File: src/rtl/aes_v2_sbox_arbiter.sv
// Shares one external combinational AES S-box between two word-level SubBytes requesters.
// Each granted word is pushed through the S-box one byte per cycle and packed into a 32-bit result.
module aes_v2_sbox_arbiter #(
  parameter bit PRIO_FIXED = 1'b0
) (
  input  logic        g_clk,
  input  logic        g_resetn,
  input  logic        a_valid,
  input  logic [31:0] a_rs1,
  input  logic [31:0] a_rs2,
  input  logic        a_enc,
  input  logic        a_rot,
  output logic        a_ready,
  output logic [31:0] a_rd,
  input  logic        b_valid,
  input  logic [31:0] b_rs1,
  input  logic [31:0] b_rs2,
  input  logic        b_enc,
  input  logic        b_rot,
  output logic        b_ready,
  output logic [31:0] b_rd,
  output logic [7:0]  sbox_in,
  output logic        sbox_inv,
  input  logic [7:0]  sbox_out,
  output logic        busy,
  output logic        grant
);

  typedef enum logic {
    IDLE = 1'b0,
    RUN  = 1'b1
  } state_t;

  state_t      state_reg;
  logic [1:0]  step_reg;
  logic        grant_reg;
  logic        last_grant_reg;
  logic [7:0]  b0_reg;
  logic [7:0]  b1_reg;
  logic [7:0]  b2_reg;

  logic        grant_next;
  logic        sel_valid;
  logic [31:0] sel_rs1;
  logic [31:0] sel_rs2;
  logic        sel_enc;
  logic        sel_rot;
  logic        in_run;
  logic        done;
  logic [31:0] result;
  logic [3:0][7:0] step_byte;

  // With a single requester it wins outright; on contention the parameter picks the policy.
  assign grant_next = b_valid & (~a_valid | (PRIO_FIXED ? 1'b0 : ~last_grant_reg));

  assign sel_valid = grant_reg ? b_valid : a_valid;
  assign sel_rs1   = grant_reg ? b_rs1   : a_rs1;
  assign sel_rs2   = grant_reg ? b_rs2   : a_rs2;
  assign sel_enc   = grant_reg ? b_enc   : a_enc;
  assign sel_rot   = grant_reg ? b_rot   : a_rot;

  // Even steps take their byte from rs1, odd steps from rs2, at the lane matching the step.
  for (genvar gi = 0; gi < 4; gi++) begin : g_step_byte
    if (gi % 2 == 0) begin : g_rs1
      assign step_byte[gi] = sel_rs1[8*gi +: 8];
    end else begin : g_rs2
      assign step_byte[gi] = sel_rs2[8*gi +: 8];
    end
  end

  assign in_run   = (state_reg == RUN);
  assign sbox_in  = in_run ? step_byte[step_reg] : 8'h00;
  assign sbox_inv = in_run & ~sel_enc;
  assign busy     = in_run;
  assign grant    = grant_reg;

  // The last byte comes straight from the S-box, so the result is ready in the step-3 cycle.
  assign done   = in_run & (step_reg == 2'd3) & sel_valid;
  assign result = sel_rot ? {b2_reg, b1_reg, b0_reg, sbox_out}
                          : {sbox_out, b2_reg, b1_reg, b0_reg};

  assign a_ready = done & ~grant_reg;
  assign b_ready = done &  grant_reg;
  assign a_rd    = a_ready ? result : 32'h0000_0000;
  assign b_rd    = b_ready ? result : 32'h0000_0000;

  always_ff @(posedge g_clk) begin
    if (g_resetn) begin
      state_reg      <= IDLE;
      step_reg       <= 2'd0;
      grant_reg      <= 1'b0;
      last_grant_reg <= 1'b1;
      b0_reg         <= 8'h00;
      b1_reg         <= 8'h00;
      b2_reg         <= 8'h00;
    end else begin
      case (state_reg)
        IDLE: begin
          if (a_valid | b_valid) begin
            state_reg <= RUN;
            step_reg  <= 2'd0;
            grant_reg <= grant_next;
          end
        end
        RUN: begin
          if (!sel_valid) begin
            // Owner withdrew: drop the job silently and keep the fairness history.
            state_reg <= IDLE;
            step_reg  <= 2'd0;
          end else begin
            step_reg <= step_reg + 2'd1;
            case (step_reg)
              2'd0: b0_reg <= sbox_out;
              2'd1: b1_reg <= sbox_out;
              2'd2: b2_reg <= sbox_out;
              default: begin
                last_grant_reg <= grant_reg;
                state_reg      <= IDLE;
              end
            endcase
          end
        end
        default: begin
          state_reg <= IDLE;
          step_reg  <= 2'd0;
        end
      endcase
    end
  end

endmodule

File: config.mk
export PLATFORM = sky130hd
export DESIGN_NAME = aes_v2_sbox_arbiter
export DESIGN_NICKNAME = d
export VERILOG_FILES = /design/src/rtl/aes_v2_sbox_arbiter.sv
export SDC_FILE = /design/constraint.sdc
export NUM_CORES = 1
export LEC_CHECK = 0
export ABC_AREA = 1
export CAP_MARGIN = 20
export CORE_MARGIN = 5
export CORE_UTILIZATION = 30
export CTS_CLUSTER_SIZE = 20
export DETAILED_ROUTE_END_ITERATION = 10
export PLACE_DENSITY = 0.84
export SETUP_SLACK_MARGIN = 0.5
export SLEW_MARGIN = 20
export SYNTH_ARGS = -nofsm -noshare
export SYNTH_HDL_FRONTEND = slang
export SYNTH_SLANG_ARGS = --single-unit
File: constraint.sdc
create_clock -name g_clk -period 2.1 [get_ports g_clk]
set_clock_uncertainty 0.1 [all_clocks]
set_input_delay 0.21 -clock g_clk [delete_from_list [all_inputs] [get_ports g_clk]]
set_output_delay 0.21 -clock g_clk [all_outputs]
set_load 0.005 [all_outputs]
Word-level counts from Yosys, hierarchy flattened
Index checks and enable logic that the tools add are counted.
{ "totals": {"wordCells": 52, "ff_bits": 29, "out_inout_bits": 77, "input_bits": 144} }
{ "op_classes": {"eq_ne": 4, "reduce_logical": 7, "n_bitwise": 14, "mux": 18, "add_sub_neg": 1, "n_lt_le_gt_ge": 1} }
{ "ops": {"columns": ["cell", "n"], "rows": [
  ["two-way mux 32 bit", 4],
  ["two-way mux 24 bit", 1],
  ["binary-select mux 8 bit (select 2 bit)", 1],
  ["two-way mux 8 bit", 2],
  ["AND reduction 3 bit", 4],
  ["bitwise AND 1 bit", 6],
  ["two-way mux 1 bit", 6],
  ["inverter 1 bit", 6],
  ["equality test 2 bit (second input constant)", 2],
  ["two-way mux 2 bit", 2],
  ["case mux 2 bit (2 select lines)", 1],
  ["less-than comparator 2 x 3 -> 1 bit (second input constant)", 1],
  ["OR reduction 3 bit", 1],
  ["adder 2 x 1 -> 2 bit (second input constant)", 1],
  ["equality test 2 x 1 -> 1 bit (second input constant)", 1],
  ["zero test 2 bit", 1],
  ["!= test 2 bit (second input constant)", 1],
  ["OR 1 bit", 2],
  ["case mux 1 bit (2 select lines)", 1],
  ["AND reduction 2 bit", 1]
]} }

Longest topological paths before layout
Gate-level depths: netlist of run 1.
{ "depth": {"depth_word": 5, "mapped_depth": 9, "mapped_depth_nobuf": 7} }

Worst setup path after synthesis of run 1
No wires, ideal clock.
{ "synth_timing": {"kind": "register to register", "startpoint": "register step_reg[0]", "endpoint": "register b0_reg[1]", "n_path_buf": 3, "path_stages_with_launch": 10, "arrival_ns": 1.525, "required_ns": 1.887, "period_less_slack_ns": 1.737, "setup_slack_ns": 0.363, "setup_time_ns": 0.113, "path_cell_list": "dfxtp_1 buf_2 clkinv_1 buf_2 ha_1 nand3_4 buf_6 nand2_1 nand2_1 nor2_1"} }
{ "synth_between": {"elab_chain_cells": 2} }
{ "synth_lines": {"columns": ["element", "line", "text"], "rows": [
  ["from (decl)", "35", "logic [1:0] step_reg;"],
  ["from (signal assigned)", "111", "step_reg <= step_reg + 2'd1;"],
  ["zero test 2 bit", "112", "case (step_reg)"],
  ["AND reduction 3 bit (no line)", null, null],
  ["to (signal assigned)", "113", "2'd0: b0_reg <= sbox_out;"],
  ["to (decl)", "38", "logic [7:0] b0_reg;"]
]} }
No other way between the ends.
A chain may end at the register's enable or synchronous reset.

Final worst setup path of run 1
{ "layout_timing": {"startpoint": "register grant_reg, in the netlist grant", "endpoint": "output a_rd[18]"} }
{ "layout_between": {"elab_chain_cells": 4} }
{ "layout_lines": {"columns": ["element", "line", "text"], "rows": [
  ["from (decl)", "36", "logic grant_reg;"],
  ["from (signal assigned)", "102", "grant_reg <= grant_next;"],
  ["two-way mux 1 bit", "56", "assign sel_valid = grant_reg ? b_valid : a_valid;"],
  ["bitwise AND 1 bit", "78", "assign done = in_run & (step_reg == 2'd3) & sel_valid;"],
  ["bitwise AND 1 bit", "82", "assign a_ready = done & ~grant_reg;"],
  ["two-way mux 32 bit *", "84", "assign a_rd = a_ready ? result : 32'h0000_0000;"],
  ["to (decl)", "14", "output logic [31:0] a_rd,"]
]} }
Every way passes the cells marked *; elsewhere a longest branch is shown, timed or not.

==> run_results.csv, run 1 <==
group,metric,value,unit
critical_path,path_buf_inv,4,
sta,grt_setup_unrepaired,"true",
global_routing,grt_overflow,0,
critical_path,critPathRequiredTime,1.79,ns
critical_path,cp_common_cell,"buf_6",
die,die_h,107,µm
detailed_routing,dr.pass1.iters,5,
detailed_routing,drt_iter0_drc,389,
sta,period_share,0.968,
critical_path,crit_slowest_cell,"dfxtp_4",
clocking,clock_path_buffers,2,
finish,area_growth,101,%
die,pin_count,221,
power,pwr_density_cell,400,mW/mm²
run,maxCapViolations,0,
critical_path,crit_family,"buffers and inverters",
placed_design,dp_hpwl,7330,µm
die,rows,35,
die,die_x,107,µm
run_status,status,"completed",
critical_path,cp-start-kind,"flip-flop",
detailed_routing,drc_errors,0,
critical_path,crit_chain,"buf_6, nand2_4, nand2_8, buf_6, clkbuf_16, o21ai_1, nor2_1, dlygate4sd2_1",
min_path,worstHoldPathCells,5,
die,dieArea,0.0115,mm²
placed_design,gp_congestion,0.815,
critical_path,crit_fanout,6,
sta,tightest_slew,0.370,ns
clocking,cts_sinks,29,
placed_design,post-place-ws,-0.0623,ns
clocking,clk_latency,0.29,ns
power,ir_worst_vdd,0.000254,V
finish,post-route-util,0.618,
detailed_routing,postRouteAntennaNets,0,
yosys,syn_nets,701,
finish,finalNetCount,900,
yosys,yosysWarnings,0,
global_routing,grt_pass1_vias,3179,
sta,finalHoldViolations,0,
placed_design,port_buffers,156,
finish,drive_gt1_frac,0.324,
yosys,yosysSeqAreaShare,0.205,
critical_path,ff2ff_setup_slack,0.47,ns
yosys,yosys_register_bits,29,
sta,relSlewSlack,0.753,
detailed_routing,wl,13700,µm
critical_path,cp_slowest_stage_delay,0.38,ns
critical_path,r2r_start,"grant$_SDFFE_PP0P_",
yosys,postSynthCellCount,552,
critical_path,cp-end-kind,"output port",
sta,min_period,2.03,ns
min_path,hp-class,"input port to flip-flop",
critical_path,crit_type,"flip-flop to output port",
min_path,hold_end,"step_reg[1]$_SDFFE_PP0P_",
clocking,path_clk_slew,0.07,ns
detailed_routing,wl_per_cell,15.8,µm
detailed_routing,via_per_inst,4.90,
sta,timing.fmax,0.492,GHz
sta,setup_violations,0,
critical_path,r2r-end,"b0_reg[6]$_SDFFE_PP0P_",
yosys,synth_area_per_cell,5.12,µm²
clocking,numCtsBuffers,5,
yosys,synth_area,0.00283,mm²
detailed_routing,vias,4225,
finish,n_antenna_cell,0,
clocking,cts_max_level,2,
clocking,clockRootBuffer,"clkbuf_8",
finish,fillerInstances,722,
critical_path,rr_worst_depth,8,
clocking,cts_tree,"built",
power,leakage,2.99,nW
die,core_area,0.00920,mm²
global_routing,grt_pass1_wl,15300,µm
sta,drv_slew,0,
global_routing,grt_usage,0.162,
yosys,yosysUniqueCellTypes,21,
sta,setup_ws,0.0672,ns
min_path,hp-start,"a_valid",
critical_path,worstPathArrival,1.72,ns
global_routing,grt_max_degree,40,
die,start_util,0.308,
global_routing,antenna_found_initial,0,
-- layout by cell type (no fill, tap or decap), drive strengths merged --
master	count
buf	90
clkbuf	43
o21ai	27
dlymetal6s2s	6
clkdlybuf4s50	78
nand2	164
nand4	3
clkinv	3
a21oi	13
nand3	50
dlygate4sd2	8
ha	5
nor3	1
inv	94
dfxtp	29
bufinv	2
nor2	136
-- final cells by class --
| type | instances | area [µm²] | area share |
|---|---|---|---|
| Inverter | 96 | 367 | 0.0645 |
| Clock buffer | 5 | 68.8 | 0.0121 |
| Clock inverter | 3 | 65.1 | 0.0114 |
| Sequential cell | 29 | 591 | 0.104 |
| Multi-Input combinational cell | 399 | 2360 | 0.416 |
| Timing Repair Buffer | 220 | 2090 | 0.368 |
| Tap cell | 111 | 139 | 0.0244 |
-- cell usage after synthesis (all sizes together) --
cell type	n	area share
nand2	164	0.22
ha	5	0.022
nor3	1	0.0018
clkinv	2	0.0027
dfxtp	29	0.21
nand3	47	0.096
buf	24	0.051
a21oi	13	0.023
inv	94	0.12
nor2	136	0.18
o21ai	27	0.048
clkbuf	7	0.0093
nand4	3	0.011
-- how the worst max path moves through the flow --
stage | slack [ns] | cells after the start | start | to
3_5_place_dp | -0.06 | 7 | a_rot | a_rd[20]
5_1_grt | -0.03 | 9 | grant$_SDFFE_PP0P_ | a_rd[18]
4_1_cts | -0.10 | 8 | grant$_SDFFE_PP0P_ | b_rd[6]
2_1_floorplan | 0.51 | 9 | step_reg[0]$_SDFFE_PP0P_ | b0_reg[1]$_SDFFE_PP0P_
6_report | 0.07 | 8 | grant$_SDFFE_PP0P_ | a_rd[18]
3_3_place_gp | -0.04 | 8 | a_rot | b_rd[5]
-- metal layers --
layer  share of wire  vias to the layer above  GRT usage  routed length [µm]
met2            0.51                      208      0.281                6920
li1                -                     2044          -                   -
met3           0.074                       53     0.0301                1010
met4           0.041                        0     0.0457                 564
met1            0.38                     1920      0.203                5160
met5               0                        -          0                   0
-- worst reg2reg max path: cells and delay by family (launching register included) --
family,cells,cell delay [ns]
and+or+nand+nor,6,0.70
DFF,1,0.40
buffers and inverters,2,0.38
-- per-stage QoR --
| stage | power, mW | hold WS, ns | setup TNS (ns) | cell area [µm²] | cells |
|---|---|---|---|---|---|
| final | 2.28 | 0.371 | 0 | 5680 | 863 |
| after global routing | 2.36 | 0.418 | -0.0269 | 5680 | 863 |
| after CTS | 1.93 | 0.387 | -1.68 | 4750 | 816 |
| after detailed placement | 1.21 | 0.375 | -0.728 | 4600 | 808 |
| after global placement | 1.21 | 0.371 | -0.427 | 4600 | 808 |
| after floorplan | 0.916 | 0.179 | 0 | 2840 | 552 |
-- where the power goes --
| part | internal [mW] | switching (mW) |
|---|---|---|
| registers | 0.570 | 0.0178 |
| logic | 0.466 | 0.500 |
| clock network | 0.472 | 0.250 |
| total | 1.51 | 0.768 |
-- timing repair --
| action | CTS | global route |
|---|---|---|
| resized for setup | 89 | 334 |
| hold buffers | 0 | 0 |
| pin swaps | 2 | 45 |
| gates cloned | 0 | 17 |
| setup endpoints to repair | 77 | 90 |
| buffers inserted | 0 | 30 |
-- cell families after synthesis --
group	share of synthesized area
buf+inv	0.188
simple gates	0.514
compound gates	0.0708
flops	0.205
fa+ha+maj	0.0221
No activity file was read; power rests on OpenSTA's default activity.
==> inputs of run 2 (changes only) <==
--- a/config.mk
+++ b/config.mk
@@ -13,6 +13,7 @@
 export DETAILED_ROUTE_END_ITERATION = 10
 export PLACE_DENSITY = 0.84
 export SETUP_SLACK_MARGIN = 0.5
+export SKIP_LAST_GASP = 1
 export SLEW_MARGIN = 20
 export SYNTH_ARGS = -nofsm -noshare
 export SYNTH_HDL_FRONTEND = slang
==> run 2 against run 1 <==
- fmax rose by 0.60%
- combinational power is 8.3% lower
- worst hold slack better by 0.013 ns
- non-clock buffer count decreased by 3
- wire length decreased by 5.8%
- power down 4.2%
- utilization fell by 1.2 points
==> run_results.csv, run 2 (synthesized netlist as in run 1, its figures left out) <==
group,metric,value,unit
run_status,status,"completed",
sta,finalHoldViolations,0,
placed_design,post-place-cells,808,
detailed_routing,drt_iter0_drc,340,
die,rows,35,
die,core_area,0.00920,mm²
detailed_routing,via_per_inst,4.88,
critical_path,cp-end-kind,"output port",
finish,final_cells,858,
global_routing,antenna_found_initial,0,
critical_path,crit_chain,"buf_6, nand2_4, nand2_4, nand4_4, clkbuf_16, buf_8, buf_8, nor2_2, buf_2",
power,clock_power_share,0.325,
clocking,clock_path_buffers,2,
finish,post-route-util,0.606,
die,dieArea,0.0115,mm²
detailed_routing,dr_wl_met2,6630,µm
sta,drv_slew,0,
finish,multi_input_area,0.00222,mm²
placed_design,port_buffers,156,
finish,mostFrequentLayoutCells,"nand2_1 (143), nor2_1 (113), inv_1 (92)",
clocking,clockRootBuffer,"clkbuf_8",
sta,grt_setup_unrepaired,"true",
power,p_seq_frac,0.269,
sta,setup_violations,0,
finish,n_antenna_cell,0,
critical_path,critPathRequiredTime,1.79,ns
critical_path,crit_type,"flip-flop to output port",
critical_path,path_buf_inv,5,
die,die_x,107,µm
sta,tightest_slew,0.325,ns
global_routing,grt_pass1_wl,15200,µm
sta,relSlewSlack,0.783,
global_routing,grt_usage,0.160,
clocking,cts_sinks,29,
detailed_routing,postRouteAntennaNets,0,
placed_design,dp_hpwl,7330,µm
critical_path,crit_family,"buffers and inverters",
critical_path,crit_slowest_cell,"dfxtp_4",
detailed_routing,top_layer,"met4",
die,start_util,0.308,
clocking,numCtsBuffers,5,
detailed_routing,wl_met3,1090,µm
min_path,hp-class,"input port to flip-flop",
power,ir_worst_vdd,0.000261,V
power,combPwrFrac,0.406,
critical_path,crit_fanout,6,
detailed_routing,wl,12900,µm
critical_path,cp-start-kind,"flip-flop",
clocking,cts_tree,"built",
critical_path,cp_slowest_stage_delay,0.39,ns
sta,period_share,0.962,
placed_design,gp_congestion,0.815,
power,pwr_density_cell,391,mW/mm²
finish,seq_area,593,µm²
detailed_routing,dr.pass1.iters,8,
power,p_sw_frac,0.323,
sta,timing.fmax,0.495,GHz
finish,finalNetCount,895,
global_routing,grt_max_degree,40,
die,pin_count,221,
critical_path,worstPathArrival,1.71,ns
global_routing,grt_overflow,0,
clocking,cts_hold_buf,0,
clocking,clk_latency,0.29,ns
clocking,cts_max_level,2,
power,leakage,3.17,nW
power,p_sw,0.705,mW
clocking,path_clk_slew,0.07,ns
detailed_routing,vias,4185,
finish,area_growth,97.1,%
die,die_h,107,µm
power,internal-power,1.48,mW
finish,drive_gt1_frac,0.289,
global_routing,grt_pass1_vias,3168,
detailed_routing,wl_per_cell,15.0,µm
run,maxCapViolations,0,
finish,final_common_cell,"nand2_1",
sta,min_period,2.02,ns
detailed_routing,drc_errors,0,
sta,fin_hold_ws,0.384,ns
finish,fillerInstances,744,
power,total_power,2.18,mW
detailed_routing,drt-met1-wl,4800,µm
run 2: changes by cell type in the layout (fill, tap and decap cells not counted), moves of 4 or more:
cell / before / now
buf_8: 9 / 4
nor2_4: 15 / 10
o21ai_2: 7 / 12
dlymetal6s2s_1: 6 / 20
clkbuf_2: 29 / 22
nor2_2: 22 / 13
o21ai_4: 15 / 11
dlygate4sd2_1: 8 / 2
nand2_4: 14 / 10
nor2_1: 99 / 113
run 2: routing by layer:
| metal | up-vias | global-route usage |
|---|---|---|
| met4 | 0 | 0.0447 |
| met5 | - | 0 |
| met1 | 1904 | 0.203 |
| met2 | 213 | 0.275 |
| li1 | 2031 | - |
| met3 | 37 | 0.0331 |
run 2: final cells by class:
class / count / share of cell area
multi-input combinational: 397 / 0.398
tap: 111 / 0.0249
timing repair buffer: 217 / 0.381
sequential: 29 / 0.106
clock inverter: 3 / 0.0117
inverter: 96 / 0.0653
clock buffer: 5 / 0.0123
run 2: path summary, 6_finish.rpt:
path / from / cells after the start / end / slack, ns
worst max register to register: step_reg[0]$_SDFFE_PP0P_ / 8 / b0_reg[6]$_SDFFE_PP0P_ / 0.50
worst min-delay path: a_valid / 5 / step_reg[1]$_SDFFE_PP0P_ / 0.38
worst min register to register: last_grant_reg$_SDFFE_PP1P_ / 2 / last_grant_reg$_SDFFE_PP1P_ / 0.43
worst max-delay path: grant$_SDFFE_PP0P_ / 9 / b_rd[27] / 0.08
run 2: power by group through the flow:
stage / registers, mW / clock network [mW] / logic, mW
final: 0.586 / 0.709 / 0.886
after detailed placement: 0.594 / 0 / 0.621
after global placement: 0.593 / 0 / 0.614
after CTS: 0.582 / 0.711 / 0.635
after global routing: 0.588 / 0.730 / 0.955
after floorplan: 0.591 / 0 / 0.325
run 2: per-stage QoR:
| stage | TNS [ns] | setup slack, ns | area [µm²] |
|---|---|---|---|
| CTS | -4.19 | -0.109 | 4740 |
| global route | 0 | 0.0169 | 5580 |
| finish | 0 | 0.0793 | 5580 |
| detailed placement | -0.728 | -0.0623 | 4600 |
| floorplan | 0 | 0.506 | 2840 |
| global placement | -0.427 | -0.0370 | 4600 |
run 2: timing repair:
item / 4_1_cts / 5_1_grt
pin swaps: 2 / 46
setup endpoints to repair: 77 / 81
buffers inserted: 0 / 28
gates cloned: 0 / 14
gates resized for setup: 40 / 314
run 2: worst reg2reg max path, delay by kind of cell, from the launching register on:
kind | cells | cell delay, ns
fa+ha+maj | 1 | 0.19
simple gates | 4 | 0.54
buf+inv | 3 | 0.33
flops | 1 | 0.36
==> inputs of run 3 (changes only) <==
==> constraint.sdc (replaced) <==
create_clock -name g_clk -period 2.4 [get_ports g_clk]
set_clock_uncertainty 0.1 [all_clocks]
set_input_delay 0.24 -clock g_clk [delete_from_list [all_inputs] [get_ports g_clk]]
set_output_delay 0.24 -clock g_clk [all_outputs]
set_load 0.005 [all_outputs]
==> run 3 against run 2 <==
- worst hold slack lost 0.061 ns
- global-route usage grew 3.2 points
- setup slack gained 0.29 ns
- power shrank 21%
- utilization grew 2.8 points
==> run_results.csv, run 3 (synthesized netlist as in run 1, its figures left out) <==
group,metric,value,unit
clocking,cts_tree,"built",
die,start_util,0.308,
global_routing,grt_max_degree,28,
die,rows,35,
detailed_routing,drc_errors,0,
placed_design,port_buffers,156,
min_path,worstHoldPathCells,3,
detailed_routing,wl,13800,µm
detailed_routing,drt_iter0_drc,294,
critical_path,critPathRequiredTime,2.06,ns
placed_design,gp_congestion,0.814,
detailed_routing,via_per_inst,4.93,
power,p_sw_frac,0.380,
sta,grt_setup_unrepaired,"true",
critical_path,crit_chain,"inv_4, nand2_2, nand2_8, clkbuf_16, a21oi_2, nor2_4, buf_6",
global_routing,grt_pass1_wl,17800,µm
critical_path,r2r_start,"step_reg[0]$_SDFFE_PP0P_",
finish,n_antenna_cell,0,
critical_path,worstPathArrival,1.69,ns
run,maxCapViolations,0,
clocking,clockRootBuffer,"clkbuf_8",
sta,timing.setup.tns,0,ns
finish,finalNetCount,882,
critical_path,crit_path_end,"a_rd[3]",
global_routing,grt_use_met1,0.234,
min_path,hp-start,"b_valid",
sta,finalHoldViolations,0,
finish,mostFrequentLayoutCells,"nand2_1 (131), inv_1 (92), nor2_1 (81)",
critical_path,crit_cells,7,
power,internal-power,1.07,mW
sta,relSlewSlack,0.738,
power,combPwrFrac,0.471,
global_routing,grt_pass1_vias,3587,
critical_path,crit_family,"flip-flops",
detailed_routing,dr.pass1.iters,5,
global_routing,antenna_found_initial,0,
finish,area_growth,106,%
clocking,cts_sinks,29,
sta,tightest_slew,0.392,ns
global_routing,grt_use_met2,0.347,
power,pwr_density_cell,296,mW/mm²
power,ir_worst_vdd,0.000191,V
die,dieArea,0.0115,mm²
sta,period_share,0.844,
global_routing,grt_overflow,0,
sta,drv_slew,0,
critical_path,cp_slowest_stage_delay,0.39,ns
clocking,numCtsBuffers,5,
placed_design,postPlaceCellArea,0.00452,mm²
critical_path,rr_worst_depth,8,
sta,setup_violations,0,
critical_path,crit_fanout,6,
critical_path,r2r-end,"b2_reg[3]$_SDFFE_PP0P_",
finish,fin_area,0.00583,mm²
run_status,status,"completed",
clocking,clk_latency,0.28,ns
clocking,path_clk_slew,0.06,ns
critical_path,ff2ff_setup_slack,0.72,ns
global_routing,met3_usage,0.0337,
detailed_routing,wl_per_cell,16.3,µm
die,die_x,107,µm
die,die_h,107,µm
critical_path,cp-start-kind,"flip-flop",
die,pin_count,221,
critical_path,cp-end-kind,"output port",
detailed_routing,vias,4163,
global_routing,grt-busiest-layer,"met2",
min_path,hp-class,"input port to flip-flop",
placed_design,dp_hpwl,7480,µm
sta,min_period,2.03,ns
global_routing,grt_usage,0.192,
clocking,cts_max_level,2,
critical_path,crit_slowest_cell,"dfxtp_4",
finish,final_common_cell,"nand2_1",
finish,drive_gt1_frac,0.381,
die,core_area,0.00920,mm²
critical_path,path_buf_inv,3,
power,p_sw,0.657,mW
critical_path,startpoint,"grant$_SDFFE_PP0P_",
sta,timing.fmax,0.494,GHz
clocking,clock_path_buffers,2,
power,p_seq_frac,0.297,
power,clock_power_share,0.232,
detailed_routing,postRouteAntennaNets,0,
critical_path,crit_type,"flip-flop to output port",
power,leakage,2.89,nW
-- run 3: cell count changes in the layout (fill, tap and decap cells not counted), sizes merged --
cell	previous run	this run
clkdlybuf4s50	78	79
clkbuf	37	14
clkinv	3	5
nand2	164	165
nand3	48	47
buf	85	114
dlymetal6s2s	20	0
dlygate4sd2	2	3
bufinv	2	0
inv	94	93
-- run 3: timing repair --
action / CTS / global route
setup buffers: 15 / 2
pin swaps: 30 / 63
endpoints found under the setup margin: 76 / 75
hold buffers: 0 / 0
gates resized for setup: 386 / 203
cloned: 10 / 6
-- run 3: layer usage --
layer  vias up  wire length [µm]
li1       2012                 -
met1      1940              5140
met2       167              7150
met3        44               869
met4         0               617
met5         -                 0
-- run 3: power by group through the flow --
stage	clock network, mW	logic [mW]	registers (mW)
finish	0.401	0.814	0.513
global route	0.422	0.870	0.515
CTS	0.397	0.604	0.511
detailed placement	0	0.524	0.519
global placement	0	0.519	0.519
floorplan	0	0.282	0.517
-- run 3: tightest hold or removal path, cell delays in order --
cell	delay (ns)
dlygate4sd2_1	0.27
nand3_1	0.09
a21oi_1	0.06
-- run 3: how the worst min path moves through the flow --
| stage | slack (ns) | endpoint |
|---|---|---|
| finish | 0.32 | grant$_SDFFE_PP0P_ |
| global route | 0.35 | grant$_SDFFE_PP0P_ |
| CTS | 0.31 | grant$_SDFFE_PP0P_ |
| detailed placement | 0.37 | last_grant_reg$_SDFFE_PP1P_ |
| global placement | 0.37 | last_grant_reg$_SDFFE_PP1P_ |
| floorplan | 0.21 | busy$_SDFF_PP0_ |
-- run 3: layout make-up --
type                    instances  area (µm²)
fillers                       753        3360
multi-input cells             397        2610
repair buffers                204        2040
flip-flops and latches         29         588
inverters                      96         369
well taps                     111         139
clock buffers                   6        72.6
clock inverters                 2        10.0
-- run 3: per-stage QoR --
stage                     hold slack (ns)  power [mW]  instances  setup slack [ns]   util
after detailed placement            0.371        1.04        804            0.0909  0.491
after floorplan                     0.209       0.799        552             0.663      -
after global routing                0.349        1.81        845             0.306  0.634
final                               0.323        1.73        845             0.374  0.634
after CTS                           0.312        1.51        837             0.379  0.536
after global placement              0.365        1.04        804             0.136  0.491
